### config.mk
export PLATFORM = sky130hd
export DESIGN_NAME = bus_arbiter
export DESIGN_NICKNAME = d
export VERILOG_FILES = /design/src/rtl/bus_pkg.sv /design/src/rtl/arb_bus_mux.sv /design/src/rtl/bus_arbiter.sv
export SDC_FILE = /design/constraint.sdc
export NUM_CORES = 1
export LEC_CHECK = 0
export ABC_AREA = 1
export CORE_AREA = 2 2 122 124
export CTS_BUF_LIST = sky130_fd_sc_hd__clkbuf_8
export DETAILED_ROUTE_END_ITERATION = 8
export DIE_AREA = 0 0 124 126
export GPL_TIMING_DRIVEN = 0
export HOLD_SLACK_MARGIN = 0.1
export MAX_ROUTING_LAYER = met4
export SLEW_MARGIN = 25
export SYNTH_ARGS = -nofsm -noshare
export SYNTH_HDL_FRONTEND = slang
export SYNTH_SLANG_ARGS = --single-unit
### constraint.sdc
create_clock -name clk -period 1.35 [get_ports clk]
set_input_delay 0.135 -clock clk [delete_from_list [all_inputs] [get_ports clk]]
set_output_delay 0.135 -clock clk [all_outputs]
set_load 0.005 [all_outputs]
### src/rtl/bus_pkg.sv
// Shared types and widths for the two-master bus arbiter.
package bus_pkg;

  localparam int ADDR_W  = 32;
  localparam int DATA_W  = 32;
  localparam int STYPE_W = 2;
  localparam int LTYPE_W = 3;

  typedef enum logic [1:0] {
    IDLE   = 2'd0,
    OWN_M0 = 2'd1,
    OWN_M1 = 2'd2
  } arb_state_t;

  // One-hot grant vector for a given owner state; 2'b00 when idle.
  function automatic logic [1:0] grant_of(input arb_state_t st);
    case (st)
      OWN_M0:  grant_of = 2'b01;
      OWN_M1:  grant_of = 2'b10;
      default: grant_of = 2'b00;
    endcase
  endfunction

endpackage

### src/rtl/arb_bus_mux.sv
// Combinational steering between the two masters and the bus, selected by the one-hot grant.
module arb_bus_mux
  import bus_pkg::*;
(
  input  logic [1:0]         grant,
  input  logic               m0_req,
  input  logic [ADDR_W-1:0]  m0_addr,
  input  logic [DATA_W-1:0]  m0_wdata,
  input  logic               m0_wr_en,
  input  logic [STYPE_W-1:0] m0_storeType,
  input  logic [LTYPE_W-1:0] m0_loadType,
  output logic [DATA_W-1:0]  m0_rdata,
  output logic               m0_ready,
  input  logic               m1_req,
  input  logic [ADDR_W-1:0]  m1_addr,
  input  logic [DATA_W-1:0]  m1_wdata,
  input  logic               m1_wr_en,
  input  logic [STYPE_W-1:0] m1_storeType,
  input  logic [LTYPE_W-1:0] m1_loadType,
  output logic [DATA_W-1:0]  m1_rdata,
  output logic               m1_ready,
  output logic [ADDR_W-1:0]  bus_addr,
  output logic [DATA_W-1:0]  bus_wdata,
  output logic               bus_wr_en,
  output logic [STYPE_W-1:0] bus_storeType,
  output logic [LTYPE_W-1:0] bus_loadType,
  input  logic [DATA_W-1:0]  bus_rdata
);

  always_comb begin
    bus_addr      = '0;
    bus_wdata     = '0;
    bus_wr_en     = 1'b0;
    bus_storeType = '0;
    bus_loadType  = '0;
    m0_rdata      = '0;
    m1_rdata      = '0;
    m0_ready      = 1'b0;
    m1_ready      = 1'b0;
    case (grant)
      2'b01: begin
        bus_addr      = m0_addr;
        bus_wdata     = m0_wdata;
        bus_wr_en     = m0_wr_en & m0_req;
        bus_storeType = m0_storeType;
        bus_loadType  = m0_loadType;
        m0_rdata      = bus_rdata;
        m0_ready      = m0_req;
      end
      2'b10: begin
        bus_addr      = m1_addr;
        bus_wdata     = m1_wdata;
        bus_wr_en     = m1_wr_en & m1_req;
        bus_storeType = m1_storeType;
        bus_loadType  = m1_loadType;
        m1_rdata      = bus_rdata;
        m1_ready      = m1_req;
      end
      default: ;
    endcase
  end

endmodule

### src/rtl/bus_arbiter.sv
// Two-master round-robin bus arbiter with a bounded hold time before forced handover.
module bus_arbiter
  import bus_pkg::*;
#(
  parameter int MAX_HOLD = 16
) (
  input  logic               clk,
  input  logic               reset,
  input  logic               m0_req,
  input  logic [ADDR_W-1:0]  m0_addr,
  input  logic [DATA_W-1:0]  m0_wdata,
  input  logic               m0_wr_en,
  input  logic [STYPE_W-1:0] m0_storeType,
  input  logic [LTYPE_W-1:0] m0_loadType,
  output logic [DATA_W-1:0]  m0_rdata,
  output logic               m0_ready,
  input  logic               m1_req,
  input  logic [ADDR_W-1:0]  m1_addr,
  input  logic [DATA_W-1:0]  m1_wdata,
  input  logic               m1_wr_en,
  input  logic [STYPE_W-1:0] m1_storeType,
  input  logic [LTYPE_W-1:0] m1_loadType,
  output logic [DATA_W-1:0]  m1_rdata,
  output logic               m1_ready,
  output logic [ADDR_W-1:0]  bus_addr,
  output logic [DATA_W-1:0]  bus_wdata,
  output logic               bus_wr_en,
  output logic [STYPE_W-1:0] bus_storeType,
  output logic [LTYPE_W-1:0] bus_loadType,
  input  logic [DATA_W-1:0]  bus_rdata,
  output logic [1:0]         grant
);

  localparam int CNT_W = (MAX_HOLD > 1) ? $clog2(MAX_HOLD) : 1;
  localparam logic [CNT_W-1:0] HOLD_LAST = CNT_W'(MAX_HOLD - 1);

  arb_state_t       state, state_nxt;
  logic [CNT_W-1:0] hold_cnt;
  logic             last_m1;
  logic             beat;
  logic             hold_done;

  assign beat      = (state == OWN_M0 && m0_req) || (state == OWN_M1 && m1_req);
  assign hold_done = (hold_cnt == HOLD_LAST);

  // Owner keeps the bus while requesting unless its hold budget is spent and the peer waits.
  always_comb begin
    state_nxt = state;
    case (state)
      IDLE: begin
        if (m0_req && m1_req) state_nxt = last_m1 ? OWN_M0 : OWN_M1;
        else if (m0_req)      state_nxt = OWN_M0;
        else if (m1_req)      state_nxt = OWN_M1;
      end
      OWN_M0: begin
        if (!m0_req)                  state_nxt = m1_req ? OWN_M1 : IDLE;
        else if (hold_done && m1_req) state_nxt = OWN_M1;
      end
      OWN_M1: begin
        if (!m1_req)                  state_nxt = m0_req ? OWN_M0 : IDLE;
        else if (hold_done && m0_req) state_nxt = OWN_M0;
      end
      default: state_nxt = IDLE;
    endcase
  end

  always_ff @(posedge clk or posedge reset) begin
    if (reset) begin
      state    <= IDLE;
      grant    <= 2'b00;
      hold_cnt <= '0;
      last_m1  <= 1'b1;
    end else begin
      state <= state_nxt;
      grant <= grant_of(state_nxt);
      if (state_nxt != state)
        hold_cnt <= '0;
      else if (beat && !hold_done)
        hold_cnt <= hold_cnt + CNT_W'(1);
      if (state_nxt != state && state_nxt == OWN_M0) last_m1 <= 1'b0;
      if (state_nxt != state && state_nxt == OWN_M1) last_m1 <= 1'b1;
    end
  end

  arb_bus_mux u_mux (
    .grant         (grant),
    .m0_req        (m0_req),
    .m0_addr       (m0_addr),
    .m0_wdata      (m0_wdata),
    .m0_wr_en      (m0_wr_en),
    .m0_storeType  (m0_storeType),
    .m0_loadType   (m0_loadType),
    .m0_rdata      (m0_rdata),
    .m0_ready      (m0_ready),
    .m1_req        (m1_req),
    .m1_addr       (m1_addr),
    .m1_wdata      (m1_wdata),
    .m1_wr_en      (m1_wr_en),
    .m1_storeType  (m1_storeType),
    .m1_loadType   (m1_loadType),
    .m1_rdata      (m1_rdata),
    .m1_ready      (m1_ready),
    .bus_addr      (bus_addr),
    .bus_wdata     (bus_wdata),
    .bus_wr_en     (bus_wr_en),
    .bus_storeType (bus_storeType),
    .bus_loadType  (bus_loadType),
    .bus_rdata     (bus_rdata)
  );

endmodule

==> run metrics <==
syn_nets 637; Pleak 3.84 nW; CP Capture Type output port; Pre-antenna DRT Iters 4; # IOs 314; Filler cells 1378; max-cap violations 0; H-Tree Depth 1; total gr overflow 0; Placement Cell Area 5460 sq um; PnR worst setup slack -0.467 ns; vias in the first global route 4162; Post-Synthesis Cell Area 2110 sq um; initial antenna violation count 0; via/cell ratio 4.23; clk_lat worst skew 0.23 ns; post-detail-place hpwl 11300 um; clock tree sinks 9; Worst R2R End hold_cnt[1]; clock skew after layout 0.00464 ns; pre-CTS WS -1.04 ns; TritonCTS Buffers 3; CP Launch Type flip-flop; Multi-input gate area 2310 sq um; status complete, but fails checks; R2R Path Start hold_cnt[1]; Max Used Layer met4; layout cells sized above 1 57.4%; Area Overhead vs Synth 239%; YS warnings 0; Post-DRT Antenna Nets 0; Gate power share 94.0%; routed wl met2 8560 um; Clock Path Buffers 2; Layout Cells excl Fill 1031; Finished Cell Area 7150 sq um; largest net degree at the start of global routing 11; row cnt 44; worst-margin pin slew 0.364 ns; final hold vios 0; die area 15600 sq um; Netlist cell types 21; Switch Pwr 5.92 mW; Placed Cells 954; crit path kind reg2out; ANT cells 0; initial drt markers 58; total internal power 7.04 mW; DIE HEIGHT 126 um; core area 14300 sq um; die width 124 um; maximum vdd drop 0.000892 V; CP required 1.22 ns; worst-case reg-to-reg path depth 9; unrepaired setup endpoints after global routing yes; maximum fanout along the worst path 5; hold_buf cts 0; Root Buffer clkbuf_8; Min-Delay Path Class in2async; synthesized area per cell 4.60 sq um; Met1 Routed Length 6080 um; WP data arrival 1.68 ns; Starting Density 14.7%; Final min period 1.82 ns; sequential power share 3.7%; Mapped Cells 458; gpl congestion 0.828; total number of vias 4366; maximum clock frequency 550 MHz; Final Net Count 1027; Max-slew headroom 75.7%; Total GRT Usage 19.1%; final WL 16300 um; Port Buffers 312; Setup Viol. Count Final 136; Avg WL per Cell 15.8 um; clock power share 2.3%; violated checks negative setup slack; Setup TNS -45.63 ns; #FFs+latches synth 9; flop2flop setup slack 0.03 ns; Power Density 1810 nW/um^2; post-synthesis sequential area ratio 10.7%; clk slew on worst S/H paths 0.05 ns; Final Max Tran Viols 0; crit share post-route 135%; worst hold margin 0.168 ns; register area 229 sq um; routed wl met3 1320 um; first-pass GRT wire length 22600 um; CTS tree done; sw frac 45.7%; Post-route DRC 0
[layout make-up]
| class | count | share of cell area, % |
|---|---|---|
| Timing Repair Buffer | 389 | 49.7 |
| Tap cell | 184 | 3.22 |
| Clock buffer | 3 | 0.578 |
| Sequential cell | 9 | 3.20 |
| Buffer | 27 | 6.48 |
| Clock inverter | 1 | 0.0525 |
| Inverter | 82 | 4.36 |
| Multi-Input combinational cell | 336 | 32.4 |
[worst max-delay path by stage]
stage                         from            end  slack [ns]  cells after the start
after floorplan           grant[0]    bus_addr[0]     -0.0009                      5
after global placement    grant[0]  bus_wdata[21]       -0.99                      6
after detailed placement  grant[0]  bus_wdata[21]       -1.04                      6
after CTS                 grant[1]    bus_addr[0]       -0.49                      8
after global routing      grant[0]   bus_addr[12]       -0.54                      9
final                     grant[0]  bus_wdata[23]       -0.47                      8
[layer usage]
metal	vias to the layer above	GRT usage, %
li1	2144	-
met3	30	2.85
met2	195	35.1
met5	-	-
met4	0	4.30
met1	1997	21.6
[critical path: stages, from the launching register on]
cell	delay (ns)
dfrtp_2	0.44
inv_2	0.08
ha_4	0.17
buf_8	0.14
buf_6	0.12
buf_12	0.13
nand2_2	0.05
a21oi_2	0.16
buf_2	0.15
[per-stage QoR]
step	util [%]	power, mW
final	49.9	13.0
after CTS	44.6	11.4
after floorplan	-	3.35
after global routing	49.9	13.9
after detailed placement	38.1	7.51
after global placement	38.1	7.52
[placed cells by master, fill, tap and decap left out]
cell type | synthesis | layout
clkdlybuf4s50_1 | 0 | 174
nand2_1 | 236 | 116
buf_2 | 12 | 110
buf_6 | 0 | 73
nand2_2 | 3 | 69
a21oi_2 | 0 | 66
nand2_4 | 0 | 54
inv_1 | 76 | 42
inv_2 | 5 | 39
buf_8 | 0 | 21
buf_4 | 1 | 15
clkbuf_16 | 0 | 11
nor2_1 | 9 | 7
clkbuf_8 | 0 | 6
dfrtp_1 | 8 | 6
buf_12 | 0 | 5
nand3_1 | 4 | 4
nand4_1 | 3 | 3
a21oi_1 | 70 | 3
ha_4 | 0 | 3
nor2_2 | 1 | 2
nand3_2 | 2 | 2
o21ai_0 | 2 | 2
dfrtp_2 | 0 | 2
dlymetal6s2s_1 | 0 | 2
o22ai_4 | 1 | 1
clkinv_2 | 1 | 1
nor2_4 | 0 | 1
a21oi_4 | 0 | 1
inv_4 | 0 | 1
and3_1 | 1 | 1
xor2_1 | 1 | 1
buf_16 | 0 | 1
dfstp_2 | 1 | 1
clkbuf_2 | 0 | 1
[kinds of logic after synthesis]
kind of cell	synth area share (%)
adder cells (fa/ha/maj)	1.78
buffers and inverters	21.1
flip-flops	10.7
AND/OR/NAND/NOR	47.9
XOR/XNOR	0.416
AO/OA/AOI/OAI	18.1
[cell usage after synthesis]
| cell | number | area (sq um) |
|---|---|---|
| nor2_2 | 1 | 6.26 |
| o21ai_0 | 2 | 10.0 |
| ha_1 | 3 | 37.5 |
| nand2_2 | 3 | 18.8 |
| clkinv_2 | 1 | 5.00 |
| nand3_2 | 2 | 20.0 |
| and3_1 | 1 | 6.26 |
| dfrtp_1 | 8 | 200 |
| nand4_1 | 3 | 18.8 |
| inv_2 | 5 | 18.8 |
| buf_4 | 1 | 7.51 |
| xor2_1 | 1 | 8.76 |
| clkbuf_1 | 18 | 67.6 |
| inv_1 | 76 | 285 |
| dfstp_2 | 1 | 26.3 |
| buf_2 | 12 | 60.1 |
| o22ai_4 | 1 | 20.0 |
| nand3_1 | 4 | 20.0 |
| a21oi_1 | 70 | 350 |
| nand2_1 | 236 | 886 |
| nor2_1 | 9 | 33.8 |
[flip-flops by register name (all words and copies together) (netlist names)]
register  cells
hold_cnt      4
grant         2
state         2
last_m1       1
[power groups by stage]
stage | clock network (mW) | logic [mW] | registers (mW)
after floorplan | 0 | 2.92 | 0.437
after CTS | 0.310 | 10.6 | 0.469
final | 0.303 | 12.2 | 0.475
after global placement | 0 | 7.06 | 0.458
after global routing | 0.333 | 13.1 | 0.494
after detailed placement | 0 | 7.05 | 0.460
[what timing repair did]
item | 4_1_cts | 5_1_grt
resized for setup | 806 | 227
hold endpoints to repair | 0 | 0
buffers inserted | 55 | 14
endpoints found under the setup margin | 140 | 142
pin swaps | 11 | 44
cloned | 13 | 2
(Power assumes the default switching activity.)
